$ cat config.mk
export PLATFORM = sky130hd
export DESIGN_NAME = uart_tx_arbiter
export DESIGN_NICKNAME = d
export VERILOG_FILES = /design/src/rtl/uart_tx_arbiter_pkg.sv /design/src/rtl/uart_tx_arbiter_picker.sv /design/src/rtl/uart_tx_arbiter.sv
export SDC_FILE = /design/constraint.sdc
export NUM_CORES = 1
export LEC_CHECK = 0
export ABC_AREA = 1
export ABC_CLOCK_PERIOD_IN_PS = 4750
export CAP_MARGIN = 20
export CELL_PAD_IN_SITES_DETAIL_PLACEMENT = 0
export CELL_PAD_IN_SITES_GLOBAL_PLACEMENT = 1
export CORE_MARGIN = 3
export CORE_UTILIZATION = 36
export CTS_CLUSTER_DIAMETER = 50
export DETAILED_ROUTE_END_ITERATION = 10
export GPL_ROUTABILITY_DRIVEN = 0
export GPL_TIMING_DRIVEN = 0
export PLACE_DENSITY = 0.93
export SYNTH_ARGS = -nofsm -noshare
export SYNTH_HDL_FRONTEND = slang
export SYNTH_SLANG_ARGS = --single-unit
export TNS_END_PERCENT = 20
$ cat constraint.sdc
create_clock -name clk -period 4.75 [get_ports clk]
set_input_delay 0.475 -clock clk [delete_from_list [all_inputs] [get_ports clk]]
set_output_delay 0.475 -clock clk [all_outputs]
set_load 0.02 [all_outputs]
$ cat src/rtl/uart_tx_arbiter_pkg.sv
// Shared types and helpers for the round-robin arbiter in front of a single uart_tx.
package uart_tx_arbiter_pkg;

    typedef enum logic [1:0] {
        ARB_IDLE      = 2'd0,
        ARB_LAUNCH    = 2'd1,
        ARB_WAIT_BUSY = 2'd2,
        ARB_WAIT_DONE = 2'd3
    } arb_state_e;

    // Increment modulo n; n need not be a power of two.
    function automatic int wrap_inc(input int v, input int n);
        return (v + 1 >= n) ? 0 : v + 1;
    endfunction

endpackage

$ cat src/rtl/uart_tx_arbiter_picker.sv
// Combinational round-robin picker: first asserted request at or after ptr, wrapping.
module uart_rr_picker #(
    parameter int NREQ = 4,
    parameter int IW   = $clog2(NREQ)
) (
    input  logic [NREQ-1:0] req,
    input  logic [IW-1:0]   ptr,
    output logic [NREQ-1:0] gnt_onehot,
    output logic [IW-1:0]   gnt_idx,
    output logic            any
);

    int            idx;
    logic [IW-1:0] sel;

    always_comb begin
        gnt_onehot = '0;
        gnt_idx    = '0;
        any        = 1'b0;
        idx        = 0;
        sel        = '0;
        for (int k = 0; k < NREQ; k++) begin
            idx = int'(ptr) + k;
            if (idx >= NREQ) idx = idx - NREQ;
            sel = IW'(idx);
            if (!any && req[sel]) begin
                any             = 1'b1;
                gnt_idx         = sel;
                gnt_onehot[sel] = 1'b1;
            end
        end
    end

endmodule

$ cat src/rtl/uart_tx_arbiter.sv
// Round-robin arbiter sharing one uart_tx serializer among NREQ byte producers,
// with a frame watchdog that recovers from a stuck tx_done.
module uart_tx_arbiter
    import uart_tx_arbiter_pkg::*;
#(
    parameter int NREQ   = 4,
    parameter int DBIT   = 8,
    parameter int TO_CYC = 4096,
    parameter int IW     = $clog2(NREQ)
) (
    input  logic                 clk,
    input  logic                 rst,
    input  logic [NREQ-1:0]      req_valid,
    input  logic [NREQ*DBIT-1:0] req_data,
    output logic [NREQ-1:0]      req_ready,
    output logic                 tx_start,
    output logic [DBIT-1:0]      tx_din,
    input  logic                 tx_done,
    output logic                 busy,
    output logic [IW-1:0]        grant_id,
    output logic                 timeout_err,
    output logic [1:0]           state_dbg
);

    localparam int WW = $clog2(TO_CYC);

    // Handshake: a byte moves when req_valid[i] && req_ready[i] at a rising edge;
    // req_ready is one-hot, combinational, and only offered in ARB_IDLE with tx_done high.

    arb_state_e      state_q, state_d;
    logic [IW-1:0]   rr_ptr_q;
    logic [WW-1:0]   wd_cnt_q;
    logic [NREQ-1:0] pick_onehot;
    logic [IW-1:0]   pick_idx;
    logic            pick_any;
    logic            accept;
    logic            frame_end;
    logic            wd_hit;

    uart_rr_picker #(.NREQ(NREQ), .IW(IW)) u_picker (
        .req        (req_valid),
        .ptr        (rr_ptr_q),
        .gnt_onehot (pick_onehot),
        .gnt_idx    (pick_idx),
        .any        (pick_any)
    );

    assign wd_hit    = (wd_cnt_q == WW'(TO_CYC - 1));
    assign busy      = (state_q != ARB_IDLE);
    assign state_dbg = state_q;

    always_comb begin
        state_d     = state_q;
        req_ready   = '0;
        accept      = 1'b0;
        frame_end   = 1'b0;
        timeout_err = 1'b0;
        if (!rst) begin
            case (state_q)
                ARB_IDLE: begin
                    if (tx_done && pick_any) begin
                        req_ready = pick_onehot;
                        accept    = 1'b1;
                        state_d   = ARB_LAUNCH;
                    end
                end
                ARB_LAUNCH: state_d = ARB_WAIT_BUSY;
                // Exit condition is tested before the watchdog so a late edge still wins.
                ARB_WAIT_BUSY: begin
                    if (!tx_done) begin
                        state_d = ARB_WAIT_DONE;
                    end else if (wd_hit) begin
                        state_d     = ARB_IDLE;
                        frame_end   = 1'b1;
                        timeout_err = 1'b1;
                    end
                end
                ARB_WAIT_DONE: begin
                    if (tx_done) begin
                        state_d   = ARB_IDLE;
                        frame_end = 1'b1;
                    end else if (wd_hit) begin
                        state_d     = ARB_IDLE;
                        frame_end   = 1'b1;
                        timeout_err = 1'b1;
                    end
                end
                default: state_d = ARB_IDLE;
            endcase
        end
    end

    always_ff @(posedge clk) begin
        if (rst) begin
            state_q  <= ARB_IDLE;
            rr_ptr_q <= '0;
            wd_cnt_q <= '0;
            tx_din   <= '0;
            grant_id <= '0;
            tx_start <= 1'b0;
        end else begin
            state_q  <= state_d;
            tx_start <= accept;
            if (accept) begin
                tx_din   <= req_data[pick_idx*DBIT +: DBIT];
                grant_id <= pick_idx;
            end
            if (state_q == ARB_LAUNCH) begin
                wd_cnt_q <= '0;
            end else if (state_q == ARB_WAIT_BUSY || state_q == ARB_WAIT_DONE) begin
                wd_cnt_q <= wd_cnt_q + 1'b1;
            end
            if (frame_end) begin
                rr_ptr_q <= IW'(wrap_inc(int'(grant_id), NREQ));
            end
        end
    end

endmodule

==> results of run 1 <==
## report_power, final
part | internal, mW | total [mW] | leakage (nW) | switching [mW]
combinational | 0.114 | 0.267 | 1.08 | 0.153
sequential | 0.244 | 0.257 | 0.220 | 0.0137
clock | 0.0588 | 0.130 | 0.0255 | 0.0716
total | 0.416 | 0.654 | 1.33 | 0.238
## state kept, by name, summed over array words and instances (netlist names)
signal     cells
rr_ptr_q       2
tx_start       1
wd_cnt_q      12
grant_id       2
tx_din         8
state_dbg      2
## metrics by stage
step	util (%)	hold slack, ns	instance area [sq um]
floorplan	-	0.457	2130
global placement	49.8	0.459	2790
detailed placement	49.8	0.467	2790
CTS	50.6	0.482	2840
global route	50.6	0.501	2840
finish	50.6	0.484	2840
## layout by cell type, fill, tap and decap left out
master           synthesis  routed
buf_2                    3       3
a21boi_0                 1       1
inv_6                    1       1
clkbuf_8                 0       3
nand3_1                 42      42
buf_4                    1       1
nor2_8                   3       3
nor3_1                   6       6
nand3b_1                 1       1
ha_1                    10      10
clkinv_2                 0       1
nand4_1                 17      17
o21ai_1                  1       1
inv_1                   58      58
nor2_2                   1       1
and3_1                   1       1
nor4_1                   3       3
nand3_2                  3       3
clkdlybuf4s50_1          0      57
nor2_1                  14      14
a22oi_1                  4       4
clkbuf_1                 2       2
dfxtp_1                 27      27
nand2_4                  2       2
a211oi_1                 2       2
o21bai_1                 1       1
nand2_1                 82      82
buf_6                    2       2
nand3_4                  2       2
o21a_1                   1       1
xor2_1                   1       1
o21ai_0                  5       5
inv_4                    2       2
a31oi_2                  4       4
a21oi_1                 16      16
inv_2                    4       4
nand2_2                  5       5
## worst max-delay path by stage
stage	from	to	slack (ns)
2_1_floorplan	rr_ptr_q[1]	req_ready[0]	2.13
3_3_place_gp	rr_ptr_q[1]	req_ready[0]	1.25
3_5_place_dp	rr_ptr_q[1]	req_ready[2]	1.27
4_1_cts	rr_ptr_q[1]	req_ready[2]	0.96
5_1_grt	rr_ptr_q[1]	req_ready[1]	0.73
6_report	rr_ptr_q[1]	req_ready[1]	1.02
## routing by layer
metal / track usage (%) / up-vias / routed length (microns)
met5: 0 / - / 0
met4: 3.27 / 0 / 34
met3: 2.58 / 4 / 172
met2: 25.2 / 40 / 2390
met1: 20.7 / 984 / 2760
li1: - / 1194 / -
## cell families after synthesis
logic type      count (synthesis)
compound gates                 35
xor+xnor                        1
fa+ha+maj                      10
buf+inv                        73
flops                          27
simple gates                  182
## worst reg2reg max path, delay by kind of cell (launching register included)
kind          cells  cell delay [ns]
buf+inv           4             0.56
fa+ha+maj         1             0.41
simple gates     10             0.94
flops             1             0.50
## area by class of cell
type                       count  area (sq um)  area share, %
clock inverter                 1          5.00          0.176
timing repair buffer          57           571           20.1
inverter                      65           254           8.94
multi-input combinational    228          1290           45.3
buffer                         8          52.6           1.85
tap                           72          90.1           3.17
clock buffer                   3          41.3           1.45
sequential                    27           541           19.0
==> results_dict.tcl, run 1 <==
set metrics [dict create \
    clk_pin_slew_ns 0.09 \
    status "finished clean" \
    finalCritPeriodShare_pct 78.6 \
    cts.sinks 27 \
    ys_warn_count 0 \
    grt_pass1_vias 2080 \
    synth_area_per_cell_sq_um 6.50 \
    synth_top_cells_by_count "82 x nand2_1, 58 x inv_1, 42 x nand3_1" \
    finalCriticalPeriod_ns 3.73 \
    drive_gt1_share_pct 9.51 \
    die_area_sq_mm 0.00689 \
    place_inst 457 \
    grt_max_degree 16 \
    cp_max_fo 10 \
    drcViolationCount 0 \
    syn_to_final_growth_pct 33.1 \
    hold_path_depth 2 \
    finalSetupViolCount 0 \
    row_count 27 \
    drtIter0Drc 85 \
    synth_area_leaders "dfxtp_1 25%, nand2_1 14%, inv_1 10%, nand3_1 9.9%, ha_1 5.9%" \
    cp_data_arrival_time_ns 3.26 \
    tritoncts "yes" \
    vias_per_cell 4.82 \
    reg2reg_from "rr_ptr_q[1]" \
    worstSetupEndpointType "output pin" \
    wl_per_cell_microns 11.6 \
    fillers 594 \
    synth_xor_area_share_pct 0.411 \
    hold_viol 0 \
    antenna_found_initial 0 \
    clockRootBuffer "clkbuf_8" \
    synthMuxAreaShare_pct 0 \
    num-nets-final 439 \
    place_ws_ns 1.27 \
    ys.flop_type "dfxtp_1" \
    yosysSeqAreaShare_pct 25.3 \
    synth-compound-area-share_pct 10.7 \
    async_flop_share_pct 0 \
    slowest_delay_ns 0.63 \
    finalClockSkew_ns 0.00270 \
    grt_pass1_wl_microns 9100 \
    max_freq_mhz 268 \
    rsz0062_at_grt "no" \
    vdd_drop_max_mv 0.0930 \
    hold_end "tx_din[4]" \
    drv_cap 0 \
    worst-path-stages 14 \
    slew_viol_final 0 \
    leakage_nw 1.33 \
    synthAdderAreaFrac_pct 5.87 \
    synth-edff-count 0 \
    rr_worst_depth 15 \
    power_mw 0.654 \
    crit_type "reg -> out" \
    reg2reg_slack_ns 2.24 \
    crit_buf_inv 6 \
    die_h_microns 83.0 \
    synth_top_area_share_pct 25.3 \
    htreeDepth 1 \
    io_pins 58 \
    netlist_instances 328 \
    postLayoutSetupSlackWorst_ns 1.02 \
    start_kind "register" \
    grt_usage_pct 15.2 \
    numCtsBuffers 3 \
    ant_nets 0 \
    synth_top_family_by_area "simple AND/OR/NAND/NOR gates" \
    drt-total-wl_microns 5350 \
    firstDrtPassIters 4 \
    critical_path.top_delay_family "buffers and inverters" \
    hp-class "reg -> reg" \
    vias 2222 \
    synth-seq-cells 27 \
    crit_slowest_cell "clkdlybuf4s50_1" \
    grt_overflow_total 0 \
    yosysMostFrequentCell "nand2_1" \
    cts_hold_buf 0 \
    yosys.area_share.simple_pct 43.3 \
    core_area_sq_mm 0.00561 \
    die_x_microns 83.0 \
    cts_setup_buffers 0 \
    ys_types 34 \
    powerDensity_mw_per_mm2 230 \
    stdcell_count 461 \
    diodes 0 \
    clk_latency_ns 0.27 \
    io_buffers 57 \
    hp-start "tx_din[4]" \
    start_util_pct 38.0 \
    timing.rr.end "tx_din[3]" \
    yosysTopAreaCell "dfxtp_1" \
    tightestPinTransition_ns 0.512 \
    syn-cell-area_sq_mm 0.00213 \
    dp_hpwl_microns 4180 \
    post_cts_resized 0 \
    synth_nets 377 \
    crit_required_ns 4.28 \
    setup_tns_ns 0 \
    cts_buffer_depth 2 \
    max_slew_margin_pct 65.6 \
    path_cells "inv_1, ha_1, inv_1, nand3_1, nand2_1, inv_2, nand3_4, nand2_4, nor2_8, inv_4, nor2_8, inv_4, a31oi_2, clkdlybuf4s50_1" \
]
(Power assumes the default switching activity.)
==> inputs of run 2 (changes only) <==
Settings changed: ABC_CLOCK_PERIOD_IN_PS 4750 to 3700, CORE_UTILIZATION 36 to 33, PLACE_DENSITY 0.93 to 0.87.
Clock period 4.75 ns to 3.7 ns, I/O delays scaled along.
==> run 2 against run 1 <==
  * Register-to-register slack got worse by 0.96 ns
  * Count of clock-buffer cells in the layout unchanged
  * Sequential power is 29% higher
  * Largest cell class unchanged
  * Sequential share of layout area barely moved
  * Critical path type unchanged
  * Wire length is 3.6% higher
  * Final cell count is 0.65% higher
==> results_dict.tcl, run 2 (synthesis results as in run 1) <==
set metrics [dict create \
    finalCriticalPeriod_ns 3.12 \
    vias_per_cell 4.80 \
    drive_gt1_share_pct 10.0 \
    tritoncts "yes" \
    clk_pin_slew_ns 0.09 \
    power_mw 0.848 \
    design_area_sq_mm 0.00286 \
    use_met2_pct 24.7 \
    slew_viol_final 0 \
    use_met3_pct 2.57 \
    grt_max_degree 17 \
    finalSetupViolCount 0 \
    final_cell_mix "82 x nand2_1, 58 x inv_1, 53 x clkdlybuf4s50_1" \
    worstSetupEndpointType "output pin" \
    largest_reg_flops 12 \
    postLayoutSetupSlackWorst_ns 0.576 \
    cts.sinks 27 \
    die_x_microns 86.4 \
    status "finished clean" \
    dp_hpwl_microns 4290 \
    fin_hold_ws_ns 0.479 \
    seq_area_sq_um 543 \
    cp_data_arrival_time_ns 2.75 \
    htreeDepth 1 \
    powerDensity_mw_per_mm2 297 \
    dpl_cell_area_sq_mm 0.00280 \
    io_pins 58 \
    path_cells "inv_1, ha_1, inv_1, nand3_1, nand2_1, inv_2, nand3_4, nand2_4, nor2_8, inv_4, nor2_8, inv_4, a31oi_2, dlymetal6s2s_1" \
    die_h_microns 86.4 \
    drt-total-wl_microns 5540 \
    top_usage_layer "met2" \
    final_common_cell "nand2_1" \
    crit_required_ns 3.33 \
    drv_cap 0 \
    firstDrtPassIters 5 \
    finish.utilization_pct 46.9 \
    max_slew_margin_pct 66.2 \
    clk_latency_ns 0.28 \
    finalClockSkew_ns 0.00753 \
    fillers 636 \
    clockRootBuffer "clkbuf_8" \
    hp-class "reg -> reg" \
    use_met1_pct 21.7 \
    start_util_pct 35.0 \
    vias 2229 \
    crit_type "reg -> out" \
    finalCritPeriodShare_pct 84.4 \
    multi_input_area_sq_mm 0.00129 \
    tightestPinTransition_ns 0.502 \
    crit_slowest_cell "dfxtp_2" \
    cts_hold_buf 0 \
    wl_per_cell_microns 11.9 \
    row_count 28 \
    grt_overflow_total 0 \
    hold_viol 0 \
    max_freq_mhz 320 \
    place_inst 460 \
    diodes 0 \
    grt_pass1_vias 2119 \
    antenna_found_initial 0 \
    leakage_nw 1.40 \
    slowest_delay_ns 0.43 \
    drcViolationCount 0 \
    drtIter0Drc 96 \
    rsz0062_at_grt "no" \
    reg_top3 "wd_cnt_q x12, tx_din x8" \
    cp_max_fo 10 \
    ant_nets 0 \
    vdd_drop_max_mv 0.132 \
    start_kind "register" \
    core_area_sq_mm 0.00610 \
    numCtsBuffers 3 \
    place_ws_ns 0.330 \
    num-nets-final 439 \
    io_buffers 57 \
    die_area_sq_mm 0.00746 \
    top_register "wd_cnt_q" \
    stdcell_count 464 \
    setup_tns_ns 0 \
    cts_buffer_depth 2 \
    grt_pass1_wl_microns 9400 \
    grt_usage_pct 15.2 \
    syn_to_final_growth_pct 34.0 \
]
==> run 2: changes by cell type in the layout (fill, tap and decap cells not counted) <==
| cell | previous run | this run |
|---|---|---|
| clkinvlp_4 | 0 | 1 |
| dlymetal6s2s_1 | 0 | 4 |
| dfxtp_1 | 27 | 25 |
| clkinv_2 | 1 | 0 |
| dfxtp_2 | 0 | 2 |
| clkdlybuf4s50_1 | 57 | 53 |
==> run 2: path summary, 6_finish.rpt <==
path          startpoint            to  slack [ns]  depth (start not counted)
max          rr_ptr_q[1]  req_ready[0]        0.58                         14
min            tx_din[6]     tx_din[6]        0.48                          2
max reg2reg  rr_ptr_q[1]     tx_din[0]        1.28                         15
min reg2reg    tx_din[6]     tx_din[6]        0.48                          2
==> run 2: layer usage <==
metal  share of wire, %  vias up  wire length (microns)
li1                   -     1190                      -
met1                 48      989                   2680
met2                 45       47                   2510
met3                5.9        3                    329
met4               0.34        0                     19
met5                  0        -                      0
==> run 2: power breakdown <==
group / switching, mW / internal, mW / leakage, nW
sequential: 0.0178 / 0.313 / 0.221
clock: 0.0974 / 0.0767 / 0.0217
combinational: 0.197 / 0.146 / 1.15
total: 0.312 / 0.536 / 1.40
==> run 2: repair_timing <==
action / in CTS / in global routing
resized for setup: 0 / 6
setup buffers: 0 / 0
endpoints found under the setup margin: 0 / 4
endpoints found under the hold margin: 0 / 0
==> run 2: worst max-delay path: cells and delay by family (launching register included) <==
| family | cells | cell delay, ns |
|---|---|---|
| adders and majority gates | 1 | 0.40 |
| DFF | 1 | 0.43 |
| AOI/OAI and AO/OA | 1 | 0.17 |
| buffers and inverters | 6 | 0.76 |
| and+or+nand+nor | 6 | 0.72 |
==> run 2: final cells by class <==
class / instances / area share, %
multi-input cells: 228 / 45.0
repair buffers: 57 / 20.3
flip-flops and latches: 27 / 19.0
inverters: 65 / 8.88
well taps: 75 / 3.28
plain buffers: 8 / 1.84
clock buffers: 3 / 1.44
clock inverters: 1 / 0.263
==> inputs of run 3 (changes only) <==
Settings changed: ABC_CLOCK_PERIOD_IN_PS 3700 to 2700, CORE_UTILIZATION 33 to 30, PLACE_DENSITY 0.87 to 0.83.
Clock period 3.7 ns to 2.7 ns, I/O delays scaled along.
==> run 3 against run 2 <==
  * Clock skew fell by 0.0019 ns
  * Total power rose by 39%
  * Utilization fell by 3.9 points
  * Sequential share of layout area shrank 0.34 points
  * Clock power rose by 36%
  * Design area rose by 2.8%
  * Final cell count increased by 5.2%
==> results_dict.tcl, run 3 (synthesis results as in run 1) <==
set metrics [dict create \
    status "finished clean" \
    row_count 30 \
    clk_pin_slew_ns 0.10 \
    finalSetupViolCount 0 \
    grt_pass1_vias 2148 \
    syn_to_final_growth_pct 37.7 \
    crit_type "reg -> out" \
    crit_required_ns 2.43 \
    clockRootBuffer "clkbuf_8" \
    fin_hold_ws_ns 0.480 \
    io_pins 58 \
    max_slew_margin_pct 66.3 \
    fillers 726 \
    p_int_mw 0.741 \
    pwr-share-clk_pct 20.1 \
    slew_viol_final 0 \
    rr_worst_depth 16 \
    tightestPinTransition_ns 0.505 \
    grt_overflow_total 0 \
    hp-start "tx_din[5]" \
    die_area_sq_mm 0.00816 \
    wl_per_cell_microns 11.6 \
    postLayoutSetupSlackWorst_ns 0.121 \
    die_x_microns 90.3 \
    place_ws_ns -0.603 \
    drive_gt1_share_pct 13.3 \
    hold_viol 0 \
    drv_cap 0 \
    p_comb_share_pct 41.7 \
    critical_path.top_delay_family "simple AND/OR/NAND/NOR gates" \
    top_register "wd_cnt_q" \
    start_util_pct 31.2 \
    start_kind "register" \
    vias 2228 \
    tritoncts "yes" \
    firstDrtPassIters 4 \
    max_freq_mhz 388 \
    finalCriticalPeriod_ns 2.58 \
    grt_usage_pct 14.0 \
    crit_top_cell "nor2_8" \
    die_h_microns 90.3 \
    cts_buffer_depth 2 \
    path_cells "buf_8, inv_8, ha_4, nand3_2, nand2_4, nor2_8, nand3_4, nand2_4, nor2_8, inv_6, nor2_8, inv_4, a31oi_2, buf_4" \
    worstSetupEndpointType "output pin" \
    grt_pass1_wl_microns 9880 \
    vias_per_cell 4.57 \
    reg2reg_slack_ns 0.46 \
    grt_max_degree 17 \
    final_cell_mix "81 x nand2_1, 56 x inv_1, 52 x clkdlybuf4s50_1" \
    reg_top3 "wd_cnt_q x12, tx_din x8" \
    reg2reg_from "rr_ptr_q[0]" \
    drtIter0Drc 94 \
    vdd_drop_max_mv 0.321 \
    numCtsBuffers 3 \
    timing.rr.end "tx_din[0]" \
    seqPwrFrac_pct 38.2 \
    diodes 0 \
    antenna_found_initial 0 \
    switchingPower_mw 0.434 \
    largest_reg_flops 12 \
    cp_data_arrival_time_ns 2.31 \
    crit_slowest_cell "dfxtp_4" \
    drcViolationCount 0 \
    clk_latency_ns 0.28 \
    rsz0062_at_grt "yes" \
    hold_end "tx_din[5]" \
    num-nets-final 442 \
    final_common_cell "nand2_1" \
    powerDensity_mw_per_mm2 400 \
    core_area_sq_mm 0.00683 \
    finalCritPeriodShare_pct 95.5 \
    htreeDepth 1 \
    finalClockSkew_ns 0.00558 \
    cts.sinks 27 \
    cp_max_fo 12 \
    drt-total-wl_microns 5680 \
    leakage_nw 1.37 \
    cts_hold_buf 0 \
    dp_hpwl_microns 4390 \
    slowest_delay_ns 0.39 \
    io_buffers 57 \
    p_sw_share_pct 37.0 \
    crit_buf_inv 5 \
    ant_nets 0 \
    hold_path_depth 2 \
    hp-class "reg -> reg" \
]
==> run 3: repair_timing <==
item / CTS / global route
gates resized for setup: 24 / 11
setup buffers: 3 / 0
setup endpoints to repair: 5 / 5
pin swaps: 1 / 3
endpoints found under the hold margin: 0 / 0
==> run 3: final cells by class <==
cell class / instances / area, sq um / area share, %
plain buffers: 8 / 56.3 / 1.92
clock inverters: 1 / 7.51 / 0.256
flip-flops and latches: 27 / 548 / 18.7
repair buffers: 60 / 586 / 19.9
inverters: 65 / 263 / 8.94
multi-input cells: 228 / 1320 / 44.8
clock buffers: 3 / 41.3 / 1.41
well taps: 96 / 120 / 4.09
==> run 3: worst max path at each step <==
stage / from / endpoint / slack (ns) / cells after the start
floorplan: rr_ptr_q[1] / req_ready[0] / 0.29 / 13
detailed placement: rr_ptr_q[1] / req_ready[0] / -0.60 / 14
finish: rr_ptr_q[0] / req_ready[0] / 0.12 / 14
global route: rr_ptr_q[0] / req_ready[0] / -0.04 / 15
global placement: rr_ptr_q[1] / req_ready[2] / -0.61 / 14
CTS: rr_ptr_q[0] / req_ready[0] / 0.01 / 15
==> run 3: metrics by stage <==
| step | power, mW | instances | util, % | area, sq um | setup TNS [ns] |
|---|---|---|---|---|---|
| 2_1_floorplan | 0.749 | 328 | - | 2130 | 0 |
| 3_3_place_gp | 0.934 | 481 | 41.3 | 2820 | -2.38 |
| 3_5_place_dp | 0.936 | 481 | 41.3 | 2820 | -2.37 |
| 4_1_cts | 1.18 | 488 | 42.5 | 2910 | 0 |
| 5_1_grt | 1.25 | 488 | 43.0 | 2940 | -0.0933 |
| 6_report | 1.18 | 488 | 43.0 | 2940 | 0 |
==> run 3: routing by layer <==
metal  part of all wire [%]  vias up  GRT usage, %
met5                      0        -             0
met4                   0.35        0          1.53
met3                    5.3        4          3.25
met2                     40       57          22.3
met1                     54      976          19.9
li1                       -     1191             -
==> run 3: power by group through the flow <==
stage	registers [mW]	clock network [mW]	logic, mW
after global placement	0.459	0	0.475
after floorplan	0.489	0	0.260
after CTS	0.450	0.243	0.486
after global routing	0.453	0.257	0.543
after detailed placement	0.459	0	0.477
final	0.449	0.236	0.490
==> run 3: worst min-delay path, stage by stage (launching register included) <==
cell,delay (ns)
dfxtp_1,0.32
nand3_1,0.07
nand2_1,0.05
